<file path="src/rtl/bp_me_clint_slice_pkg.sv">
// Shared definitions for the CLINT endpoint: register offsets, FSM states and
// the BedRock message type/size encodings it understands.
package bp_me_clint_slice_pkg;

  localparam logic [15:0] clint_msip_offset_gp     = 16'h0000;
  localparam logic [15:0] clint_mtimecmp_offset_gp = 16'h4000;
  localparam logic [15:0] clint_mtime_offset_gp    = 16'hBFF8;

  typedef enum logic {
    e_ready = 1'b0,
    e_resp  = 1'b1
  } clint_state_e;

  typedef enum logic [1:0] {
    e_bedrock_mem_rd = 2'b00,
    e_bedrock_mem_wr = 2'b01
  } bp_bedrock_mem_type_e;

  typedef enum logic [2:0] {
    e_bedrock_msg_size_4 = 3'b010,
    e_bedrock_msg_size_8 = 3'b011
  } bp_bedrock_msg_size_e;

endpackage

</file>
<file path="src/rtl/bp_me_clint_slice_if.sv">
// BedRock memory forward/reverse channel as seen by the CLINT endpoint.
interface bp_me_clint_slice_if #(
  parameter int paddr_width_p = 40
) ();

  logic                     mem_fwd_v_i;
  logic                     mem_fwd_ready_and_o;
  logic [1:0]               mem_fwd_msg_type_i;
  logic [paddr_width_p-1:0] mem_fwd_addr_i;
  logic [2:0]               mem_fwd_size_i;
  logic [63:0]              mem_fwd_data_i;

  logic                     mem_rev_v_o;
  logic                     mem_rev_ready_and_i;
  logic [1:0]               mem_rev_msg_type_o;
  logic [paddr_width_p-1:0] mem_rev_addr_o;
  logic [2:0]               mem_rev_size_o;
  logic [63:0]              mem_rev_data_o;

  modport slave (
    input  mem_fwd_v_i, mem_fwd_msg_type_i, mem_fwd_addr_i, mem_fwd_size_i,
           mem_fwd_data_i, mem_rev_ready_and_i,
    output mem_fwd_ready_and_o, mem_rev_v_o, mem_rev_msg_type_o,
           mem_rev_addr_o, mem_rev_size_o, mem_rev_data_o
  );

  modport master (
    output mem_fwd_v_i, mem_fwd_msg_type_i, mem_fwd_addr_i, mem_fwd_size_i,
           mem_fwd_data_i, mem_rev_ready_and_i,
    input  mem_fwd_ready_and_o, mem_rev_v_o, mem_rev_msg_type_o,
           mem_rev_addr_o, mem_rev_size_o, mem_rev_data_o
  );

endinterface

</file>
<file path="src/rtl/bp_me_clint_rtc_sync.sv">
// Brings the asynchronous RTC into the core clock domain and emits a single
// clock-wide pulse per RTC rising edge.
module bp_me_clint_rtc_sync (
  input  logic clk_i,
  input  logic reset_i,
  input  logic rtc_i,
  output logic tick_o
);

  logic rtc_p0, rtc_p1, rtc_p2;

  // p0/p1 resolve metastability, p2 holds the previous level for edge detect
  always_ff @(posedge clk_i or negedge reset_i) begin
    if (!reset_i) begin
      rtc_p0 <= 1'b0;
      rtc_p1 <= 1'b0;
      rtc_p2 <= 1'b0;
    end else begin
      rtc_p0 <= rtc_i;
      rtc_p1 <= rtc_p0;
      rtc_p2 <= rtc_p1;
    end
  end

  assign tick_o = rtc_p1 & ~rtc_p2;

endmodule

</file>
<file path="src/rtl/bp_me_clint_slice.sv">
// CLINT endpoint for one core: msip/mtimecmp/mtime behind a BedRock memory
// port, one response per request, plus timer and software interrupt lines.
module bp_me_clint_slice
  import bp_me_clint_slice_pkg::*;
#(
  parameter int paddr_width_p = 40,
  parameter int data_width_p  = 64
) (
  input  logic                      clk_i,
  input  logic                      reset_i,
  input  logic                      rtc_i,
  bp_me_clint_slice_if.slave        mem_if,
  output logic                      timer_irq_o,
  output logic                      software_irq_o,
  output logic [63:0]               mtime_o
);

  if (data_width_p != 64) begin : g_bad_data_width
    $error("bp_me_clint_slice supports only data_width_p = 64");
  end

  clint_state_e             state_r;
  logic                     fwd_ready_r;
  logic                     rev_v_r;
  logic [1:0]               rev_type_r;
  logic [paddr_width_p-1:0] rev_addr_r;
  logic [2:0]               rev_size_r;
  logic [63:0]              rev_data_r;

  logic [63:0] mtime_r;
  logic [63:0] mtimecmp_r;
  logic        msip_r;
  logic        timer_irq_r;
  logic        tick;

  logic        fwd_hs;
  logic        is_wr;
  logic        is_rd;
  logic        is_4b;
  logic        upper_half;
  logic [15:0] word_off;
  logic        hit_msip, hit_mtimecmp, hit_mtime;
  logic [63:0] wr_mask, wr_data, rd_reg, rd_data;
  logic [63:0] msip_next;

  function automatic logic [63:0] merge_write(input logic [63:0] old_val,
                                              input logic [63:0] data,
                                              input logic [63:0] mask);
    return (old_val & ~mask) | (data & mask);
  endfunction

  // Narrow reads return the chosen half copied into both halves
  function automatic logic [63:0] read_view(input logic [63:0] val,
                                            input logic        narrow,
                                            input logic        upper);
    logic [31:0] half;
    half = upper ? val[63:32] : val[31:0];
    return narrow ? {half, half} : val;
  endfunction

  bp_me_clint_rtc_sync u_rtc_sync (
    .clk_i   (clk_i),
    .reset_i (reset_i),
    .rtc_i   (rtc_i),
    .tick_o  (tick)
  );

  assign fwd_hs = fwd_ready_r & mem_if.mem_fwd_v_i;

  always_comb begin
    is_wr        = (mem_if.mem_fwd_msg_type_i == e_bedrock_mem_wr);
    is_rd        = (mem_if.mem_fwd_msg_type_i == e_bedrock_mem_rd);
    is_4b        = (mem_if.mem_fwd_size_i == e_bedrock_msg_size_4);
    upper_half   = mem_if.mem_fwd_addr_i[2];
    word_off     = {mem_if.mem_fwd_addr_i[15:3], 3'b000};
    hit_msip     = (word_off == clint_msip_offset_gp);
    hit_mtimecmp = (word_off == clint_mtimecmp_offset_gp);
    hit_mtime    = (word_off == clint_mtime_offset_gp);

    wr_mask = '1;
    if (is_4b) begin
      wr_mask = upper_half ? {32'hFFFF_FFFF, 32'h0000_0000}
                           : {32'h0000_0000, 32'hFFFF_FFFF};
    end
    wr_data = is_4b ? {2{mem_if.mem_fwd_data_i[31:0]}} : mem_if.mem_fwd_data_i;

    rd_reg = '0;
    if (hit_msip)     rd_reg = {63'b0, msip_r};
    if (hit_mtimecmp) rd_reg = mtimecmp_r;
    if (hit_mtime)    rd_reg = mtime_r;
    // Writes and unsupported types answer with zero data
    rd_data = is_rd ? read_view(rd_reg, is_4b, upper_half) : '0;

    msip_next = merge_write({63'b0, msip_r}, wr_data, wr_mask);
  end

  // Handshake FSM: one outstanding request, response held until accepted
  always_ff @(posedge clk_i or negedge reset_i) begin
    if (!reset_i) begin
      state_r     <= e_ready;
      fwd_ready_r <= 1'b1;
      rev_v_r     <= 1'b0;
    end else begin
      case (state_r)
        e_ready: begin
          if (fwd_hs) begin
            state_r     <= e_resp;
            fwd_ready_r <= 1'b0;
            rev_v_r     <= 1'b1;
          end
        end
        e_resp: begin
          if (mem_if.mem_rev_ready_and_i) begin
            state_r     <= e_ready;
            fwd_ready_r <= 1'b1;
            rev_v_r     <= 1'b0;
          end
        end
        default: begin
          state_r     <= e_ready;
          fwd_ready_r <= 1'b1;
          rev_v_r     <= 1'b0;
        end
      endcase
    end
  end

  // Response payload: captured at the forward handshake, no reset needed
  always_ff @(posedge clk_i) begin
    if (fwd_hs) begin
      rev_type_r <= mem_if.mem_fwd_msg_type_i;
      rev_addr_r <= mem_if.mem_fwd_addr_i;
      rev_size_r <= mem_if.mem_fwd_size_i;
      rev_data_r <= rd_data;
    end
  end

  // Architectural registers; an mtime write wins over a coincident tick
  always_ff @(posedge clk_i or negedge reset_i) begin
    if (!reset_i) begin
      msip_r      <= 1'b0;
      mtimecmp_r  <= '1;
      mtime_r     <= '0;
      timer_irq_r <= 1'b0;
    end else begin
      if (fwd_hs && is_wr && hit_msip)
        msip_r <= msip_next[0];
      if (fwd_hs && is_wr && hit_mtimecmp)
        mtimecmp_r <= merge_write(mtimecmp_r, wr_data, wr_mask);
      if (fwd_hs && is_wr && hit_mtime)
        mtime_r <= merge_write(mtime_r, wr_data, wr_mask);
      else if (tick)
        mtime_r <= mtime_r + 64'd1;
      timer_irq_r <= (mtime_r >= mtimecmp_r);
    end
  end

  assign mem_if.mem_fwd_ready_and_o = fwd_ready_r;
  assign mem_if.mem_rev_v_o         = rev_v_r;
  assign mem_if.mem_rev_msg_type_o  = rev_type_r;
  assign mem_if.mem_rev_addr_o      = rev_addr_r;
  assign mem_if.mem_rev_size_o      = rev_size_r;
  assign mem_if.mem_rev_data_o      = rev_data_r;

  assign timer_irq_o    = timer_irq_r;
  assign software_irq_o = msip_r;
  assign mtime_o        = mtime_r;

endmodule

</file>
<file path="src/flat_wrapper.sv">
// flat-port wrapper written by rule: the top's interface ports become plain ports
module bp_me_clint_slice_flat import bp_me_clint_slice_pkg::*;
#(
  parameter int paddr_width_p = 40,
  parameter int data_width_p  = 64
)
  (clk_i, reset_i, rtc_i, timer_irq_o, software_irq_o, mtime_o, mem_if_mem_fwd_v_i, mem_if_mem_fwd_msg_type_i, mem_if_mem_fwd_addr_i, mem_if_mem_fwd_size_i, mem_if_mem_fwd_data_i, mem_if_mem_rev_ready_and_i, mem_if_mem_fwd_ready_and_o, mem_if_mem_rev_v_o, mem_if_mem_rev_msg_type_o, mem_if_mem_rev_addr_o, mem_if_mem_rev_size_o, mem_if_mem_rev_data_o);
  bp_me_clint_slice_if #(.paddr_width_p(paddr_width_p)) mem_if_i ();
  input  logic clk_i;
  input  logic reset_i;
  input  logic rtc_i;
  output logic timer_irq_o;
  output logic software_irq_o;
  output logic [63:0] mtime_o;
  input wire logic [$bits(mem_if_i.mem_fwd_v_i)-1:0] mem_if_mem_fwd_v_i;
  input wire logic [$bits(mem_if_i.mem_fwd_msg_type_i)-1:0] mem_if_mem_fwd_msg_type_i;
  input wire logic [$bits(mem_if_i.mem_fwd_addr_i)-1:0] mem_if_mem_fwd_addr_i;
  input wire logic [$bits(mem_if_i.mem_fwd_size_i)-1:0] mem_if_mem_fwd_size_i;
  input wire logic [$bits(mem_if_i.mem_fwd_data_i)-1:0] mem_if_mem_fwd_data_i;
  input wire logic [$bits(mem_if_i.mem_rev_ready_and_i)-1:0] mem_if_mem_rev_ready_and_i;
  output wire logic [$bits(mem_if_i.mem_fwd_ready_and_o)-1:0] mem_if_mem_fwd_ready_and_o;
  output wire logic [$bits(mem_if_i.mem_rev_v_o)-1:0] mem_if_mem_rev_v_o;
  output wire logic [$bits(mem_if_i.mem_rev_msg_type_o)-1:0] mem_if_mem_rev_msg_type_o;
  output wire logic [$bits(mem_if_i.mem_rev_addr_o)-1:0] mem_if_mem_rev_addr_o;
  output wire logic [$bits(mem_if_i.mem_rev_size_o)-1:0] mem_if_mem_rev_size_o;
  output wire logic [$bits(mem_if_i.mem_rev_data_o)-1:0] mem_if_mem_rev_data_o;
  assign mem_if_i.mem_fwd_v_i = mem_if_mem_fwd_v_i;
  assign mem_if_i.mem_fwd_msg_type_i = mem_if_mem_fwd_msg_type_i;
  assign mem_if_i.mem_fwd_addr_i = mem_if_mem_fwd_addr_i;
  assign mem_if_i.mem_fwd_size_i = mem_if_mem_fwd_size_i;
  assign mem_if_i.mem_fwd_data_i = mem_if_mem_fwd_data_i;
  assign mem_if_i.mem_rev_ready_and_i = mem_if_mem_rev_ready_and_i;
  assign mem_if_mem_fwd_ready_and_o = mem_if_i.mem_fwd_ready_and_o;
  assign mem_if_mem_rev_v_o = mem_if_i.mem_rev_v_o;
  assign mem_if_mem_rev_msg_type_o = mem_if_i.mem_rev_msg_type_o;
  assign mem_if_mem_rev_addr_o = mem_if_i.mem_rev_addr_o;
  assign mem_if_mem_rev_size_o = mem_if_i.mem_rev_size_o;
  assign mem_if_mem_rev_data_o = mem_if_i.mem_rev_data_o;
  bp_me_clint_slice #(.paddr_width_p(paddr_width_p), .data_width_p(data_width_p)) u_core (.clk_i(clk_i), .reset_i(reset_i), .rtc_i(rtc_i), .mem_if(mem_if_i), .timer_irq_o(timer_irq_o), .software_irq_o(software_irq_o), .mtime_o(mtime_o));
endmodule
</file>
<file path="config.mk">
export PLATFORM = sky130hd
export DESIGN_NAME = bp_me_clint_slice_flat
export DESIGN_NICKNAME = d
export VERILOG_FILES = /design/src/rtl/bp_me_clint_slice_pkg.sv /design/src/rtl/bp_me_clint_slice_if.sv /design/src/rtl/bp_me_clint_rtc_sync.sv /design/src/rtl/bp_me_clint_slice.sv /design/src/flat_wrapper.sv
export SDC_FILE = /design/constraint.sdc
export NUM_CORES = 1
export LEC_CHECK = 0
export ABC_AREA = 1
export CORE_ASPECT_RATIO = 1.1
export CORE_MARGIN = 3
export CORE_UTILIZATION = 38
export CTS_CLUSTER_DIAMETER = 60
export DETAILED_ROUTE_END_ITERATION = 7
export PLACE_DENSITY = 0.71
export SETUP_SLACK_MARGIN = 0.02
export SYNTH_ARGS = -nofsm -noshare
export SYNTH_HDL_FRONTEND = slang
export SYNTH_SLANG_ARGS = --single-unit
</file>
<file path="constraint.sdc">
create_clock -name clk_i -period 3.6 [get_ports clk_i]
set_clock_uncertainty 0.05 [all_clocks]
set_input_delay 0.54 -clock clk_i [delete_from_list [all_inputs] [get_ports clk_i]]
set_output_delay 0.54 -clock clk_i [all_outputs]
set_load 0.005 [all_outputs]
</file>
==> results of run 1 <==
## critical path: stages (launching register included)
cell and delay, ns:
dfrtp_1 0.56, ha_1 0.39, nand2_1 0.06, nor2_1 0.12, nand2_1 0.17, nor3_1 0.71, nand2_1 0.27, nand3_1 0.27
nor2_1 0.06, nand3_1 0.12
## power by group through the flow
stage | registers, W | clock network, W | logic, W
2_1_floorplan | 0.00327 | 0 | 0.000762
3_3_place_gp | 0.00339 | 0 | 0.00149
3_5_place_dp | 0.00340 | 0 | 0.00153
4_1_cts | 0.00335 | 0.00316 | 0.00154
5_1_grt | 0.00336 | 0.00327 | 0.00173
6_report | 0.00336 | 0.00311 | 0.00156
## synthesized netlist by cell type (18+ instances only)
| master | number |
|---|---|
| edfxtp_1 | 109 |
| nor3_1 | 18 |
| a21oi_1 | 72 |
| o211ai_1 | 34 |
| dfstp_2 | 65 |
| ha_1 | 65 |
| nor2_1 | 343 |
| buf_2 | 33 |
| nand2_1 | 572 |
| nand4_1 | 22 |
| dfrtp_1 | 71 |
| clkbuf_1 | 36 |
| inv_1 | 214 |
| o21ai_0 | 172 |
| nand3_1 | 171 |
| and3_1 | 31 |
## cells by family (layout without fill, tap and decap cells)
kind of cell / after synthesis / after routing / synth area share
adders and majority gates: 65 / 65 / 0.0525
xor gates and xnor gates: 17 / 17 / 0.00960
and+or+nand+nor: 1172 / 1172 / 0.313
buffers and inverters: 304 / 602 / 0.0807
AOI/OAI and AO/OA: 305 / 305 / 0.108
DFF: 245 / 245 / 0.436
## per-layer routing
metal | GRT usage | vias up | share of wire
met4 | 0.104 | 2 | 0.038
met3 | 0.0603 | 139 | 0.11
met1 | 0.388 | 7547 | 0.42
li1 | - | 7449 | -
met5 | 0 | - | 0.00021
met2 | 0.428 | 875 | 0.44
## final timing paths
path / from / to / slack, ns / depth (start not counted)
min reg2reg: u_core.u_rtc_sync.rtc_p0 / u_core.u_rtc_sync.rtc_p1 / 0.30 / 0
max in group asynchronous: reset_i / asynchronous set/reset pin / 2.17 / 3
max reg2reg: flip-flop / u_core.timer_irq_o / 0.73 / 9
max: flip-flop / u_core.timer_irq_o / 0.73 / 9
min: u_core.u_rtc_sync.rtc_p0 / u_core.u_rtc_sync.rtc_p1 / 0.30 / 0
min in group asynchronous: reset_i / asynchronous set/reset pin / 0.55 / 2
## cell type report
type                       instances  share of cell area
inverter                         218              0.0412
tap                              507              0.0317
clock buffer                      40              0.0430
clock inverter                    16             0.00738
timing repair buffer             328               0.163
sequential                       245               0.338
multi-input combinational       1559               0.375
## timing repair
item / 4_1_cts / 5_1_grt
endpoints found under the hold margin: 36 / 0
setup buffers: 0 / 0
resized for setup: 0 / 0
hold buffers: 1 / 0
## through the flow
step | utilization | instance area, um2 | hold WS (ns) | power (W)
floorplan | - | 15500 | 0.194 | 0.00403
global placement | 0.478 | 19000 | 0.286 | 0.00488
detailed placement | 0.478 | 19000 | 0.286 | 0.00493
CTS | 0.503 | 20000 | 0.299 | 0.00804
global route | 0.503 | 20000 | 0.307 | 0.00837
finish | 0.503 | 20000 | 0.299 | 0.00803
==> results_dict.tcl, run 1 <==
set metrics [dict create \
    status "completed" \
    clockBufferDepth 3 \
    gr-total-overflow 0 \
    placed_cells 2856 \
    num_rows 76 \
    h-tree-depth 1 \
    place_ws_ns 0.571 \
    avgSynthCellArea_um2 7.35 \
    synth_cell_types 40 \
    pwr_density_cell_nw_per_um2 401 \
    grt_pass1_vias 15100 \
    synth_ff_type "edfxtp_1" \
    worst_slack_ns 0.726 \
    clock_latency_ns 0.58 \
    sequentialPowerShare 0.419 \
    cp-end-kind "flip-flop" \
    max_freq_mhz 348 \
    timing.setup.tns_ns 0 \
    synth_area_um2 15500 \
    dpl.hpwl_um 48500 \
    fp.dieH_um 218 \
    yosys-top-cells-area "edfxtp_1 21%, nand2_1 14%, dfrtp_1 11%, dfstp_2 11%, nor2_1 8.3%" \
    max_slew_margin 0.417 \
    required_ns 4.04 \
    worst_setup_path_start_kind "flip-flop" \
    synthToLayoutAreaGrowth_pct 29.0 \
    drv_slew 0 \
    yosysTopAreaCellShare 0.211 \
    start_util 0.390 \
    vias 16000 \
    holdCritPathClass "reg -> reg" \
    yosys_warnings 0 \
    worstSetupPathType "reg -> reg" \
    tightest_slew_ns 0.867 \
    p_sw_w 0.00249 \
    root_buffer "clkbuf_16" \
    drv_cap 0 \
    wire_per_inst_um 21.4 \
    gp_congestion 1.01 \
    power.share.clock 0.387 \
    layout_commonest_cell "nand2_1" \
    finalHoldViolCount 0 \
    cts_made_buffers 30 \
    ios 291 \
    cts_tree "yes" \
    comb_power_share 0.194 \
    vias_per_cell 5.50 \
    cts.clk_slew.worst_paths_ns 0.06 \
    io_buffers 290 \
    final_cell_mix "572 x nand2_1, 341 x nor2_1, 289 x clkdlybuf4s50_1" \
    drt-total-wl_um 62300 \
    synthCells 2108 \
    nets 2561 \
    leakage_nw 8.18 \
    drt_pass1_iterations 7 \
    finalSetupViolations 0 \
    grt_first_pass_wirelength_um 91900 \
    drc_errors 0 \
    track_usage 0.279 \
    dieWidth_um 199 \
    synth-seq-cells 245 \
    ant_nets 0 \
    p_sw_frac 0.310 \
    rsz0062_at_grt "false" \
    fill_cells 3864 \
    synth_fp_nets 2287 \
    grt_max_degree 90 \
    drtIter0Drc 1849 \
    drive_above_1_share 0.0727 \
    multi_input_area_um2 7510 \
    dieArea_um2 43300 \
    path_max_fanout 8 \
    antenna_found_initial 1 \
    num_antenna_cells 0 \
    synth_edf_count 109 \
    cp.arrival_ns 3.32 \
    min_period_over_period 0.798 \
    p_int_w 0.00554 \
    peakVddDrop_mv 0.380 \
    cts.sinks 245 \
    ff_latch_area_um2 6760 \
    fp.coreArea_um2 39700 \
    async_flop_share 0.555 \
    fin_cells 2913 \
    yosysTopAreaCell "edfxtp_1" \
    ys_seq_area_frac 0.436 \
    layout_min_cycle_time_ns 2.87 \
]
Power figures use the tool's default switching activity.
==> inputs of run 2 (changes only) <==
--- a/config.mk
+++ b/config.mk
@@ -11,7 +11,7 @@
 export CORE_UTILIZATION = 38
 export CTS_CLUSTER_DIAMETER = 60
 export DETAILED_ROUTE_END_ITERATION = 7
-export PLACE_DENSITY = 0.71
+export PLACE_DENSITY = 0.74
 export SETUP_SLACK_MARGIN = 0.02
 export SYNTH_ARGS = -nofsm -noshare
 export SYNTH_HDL_FRONTEND = slang
==> constraint.sdc (replaced) <==
create_clock -name clk_i -period 2.4 [get_ports clk_i]
set_clock_uncertainty 0.05 [all_clocks]
set_input_delay 0.36 -clock clk_i [delete_from_list [all_inputs] [get_ports clk_i]]
set_output_delay 0.36 -clock clk_i [all_outputs]
set_load 0.005 [all_outputs]
==> results_dict.tcl, run 2 (synthesized netlist as in run 1, its figures left out) <==
set metrics [dict create \
    fp.coreArea_um2 39700 \
    cts.clk_slew.worst_paths_ns 0.06 \
    cp_slowest_cell "dfrtp_1" \
    p_int_w 0.00864 \
    max_stage_delay_ns 0.55 \
    tightest_slew_ns 0.827 \
    clock_latency_ns 0.58 \
    vias 16400 \
    dieArea_um2 43300 \
    p_sw_w 0.00381 \
    holdCritPathClass "in -> reg" \
    path_max_fanout 7 \
    critical_path.cell_chain "ha_1 > nand2_1 > nor2_1 > nand2_1 > nand2_1 > nand2_1 > nand3_1 > nor2_1 > nand3_1" \
    leakage_nw 8.86 \
    grt_first_pass_wirelength_um 96700 \
    dieWidth_um 199 \
    num_rows 76 \
    h-tree-depth 1 \
    drt_pass1_iterations 6 \
    min_period_over_period 0.948 \
    fin_util 0.531 \
    max_slew_margin 0.449 \
    pwr_density_cell_nw_per_um2 589 \
    max_freq_mhz 440 \
    gr-total-overflow 0 \
    antenna_found_initial 3 \
    cts_made_buffers 29 \
    p_sw_frac 0.306 \
    drc_errors 0 \
    fill_cells 3791 \
    layout_commonest_cell "nand2_1" \
    p_total_w 0.0124 \
    final_cell_mix "570 x nand2_1, 340 x nor2_1, 289 x clkdlybuf4s50_1" \
    power.share.clock 0.386 \
    design_area_um2 21100 \
    io_buffers 290 \
    drtIter0Drc 1960 \
    clockBufferDepth 3 \
    required_ns 2.85 \
    drv_slew 0 \
    worst_setup_path_start_kind "flip-flop" \
    cpMostUsedCell "nand2_1" \
    drive_above_1_share 0.118 \
    sequentialPowerShare 0.389 \
    timing.setup.tns_ns 0 \
    place_ws_ns -0.106 \
    dpl.hpwl_um 51300 \
    start_util 0.390 \
    cts.sinks 245 \
    grt_max_degree 137 \
    finalHoldViolCount 0 \
    ios 291 \
    drt-total-wl_um 64800 \
    status "completed" \
    finalSetupViolations 0 \
    cp.arrival_ns 2.73 \
    worstSetupPathType "reg -> reg" \
    grt_pass1_vias 15900 \
    cts_tree "yes" \
    wire_per_inst_um 21.4 \
    worst_slack_ns 0.125 \
    rsz0062_at_grt "false" \
    drv_cap 0 \
    track_usage 0.292 \
    synthToLayoutAreaGrowth_pct 36.2 \
    vias_per_cell 5.42 \
    layout_min_cycle_time_ns 2.28 \
    post_dp_cell_area_um2 20000 \
    cp-end-kind "flip-flop" \
    num_antenna_cells 0 \
    gp_congestion 1.04 \
    fp.dieH_um 218 \
    root_buffer "clkbuf_16" \
    ant_nets 0 \
    comb_power_share 0.225 \
    nets 2677 \
    peakVddDrop_mv 0.521 \
]
-- run 2: worst max-delay path: cells and delay by family, from the launching register on --
family	cells	cell delay (ns)
and+or+nand+nor	8	1.19
adders and majority gates	1	0.40
DFF	1	0.55
-- run 2: power by group through the flow --
stage / combinational, W / sequential [W] / clock, W
global placement: 0.00270 / 0.00491 / 0
CTS: 0.00276 / 0.00483 / 0.00483
detailed placement: 0.00275 / 0.00491 / 0
floorplan: 0.00114 / 0.00490 / 0
finish: 0.00280 / 0.00485 / 0.00480
global route: 0.00307 / 0.00486 / 0.00502
-- run 2: layout make-up --
cell class	instances	area [um2]	area share
Tap cell	507	634	0.0300
Timing Repair Buffer	445	4350	0.206
Clock buffer	36	818	0.0387
Sequential cell	245	6760	0.320
Inverter	218	825	0.0390
Clock inverter	18	213	0.0101
Multi-Input combinational cell	1559	7530	0.356
-- run 2: repair_timing --
item	in CTS	in global routing
setup buffers	0	4
endpoints found under the hold margin	71	0
gates resized for setup	0	3
hold buffers	1	0
setup endpoints to repair	0	6
-- run 2: path summary, 6_finish.rpt --
path,endpoint,startpoint,slack (ns),cells past startpoint
worst max-delay path,u_core.timer_irq_o,flip-flop,0.12,9
worst min-delay path,u_core.u_rtc_sync.rtc_p0,rtc_i,0.17,1
worst max register to register,u_core.timer_irq_o,flip-flop,0.12,9
worst min register to register,u_core.u_rtc_sync.rtc_p1,u_core.u_rtc_sync.rtc_p0,0.30,0
max in group asynchronous,asynchronous set/reset pin,reset_i,1.27,3
min in group asynchronous,asynchronous set/reset pin,reset_i,0.45,3
-- run 2: layer usage --
layer  up-vias  GRT usage  share of wire
li1       7689          -              -
met1      7787      0.418           0.43
met2       815      0.453           0.44
met3       122     0.0609          0.099
met4         4     0.0747          0.026
met5         -          0        0.00042
-- run 2: metrics by stage --
stage / hold WS (ns) / cells
after floorplan: 0.0144 / 2108
after global placement: 0.284 / 2969
after detailed placement: 0.288 / 2969
after CTS: 0.155 / 3024
after global routing: 0.161 / 3028
final: 0.168 / 3028
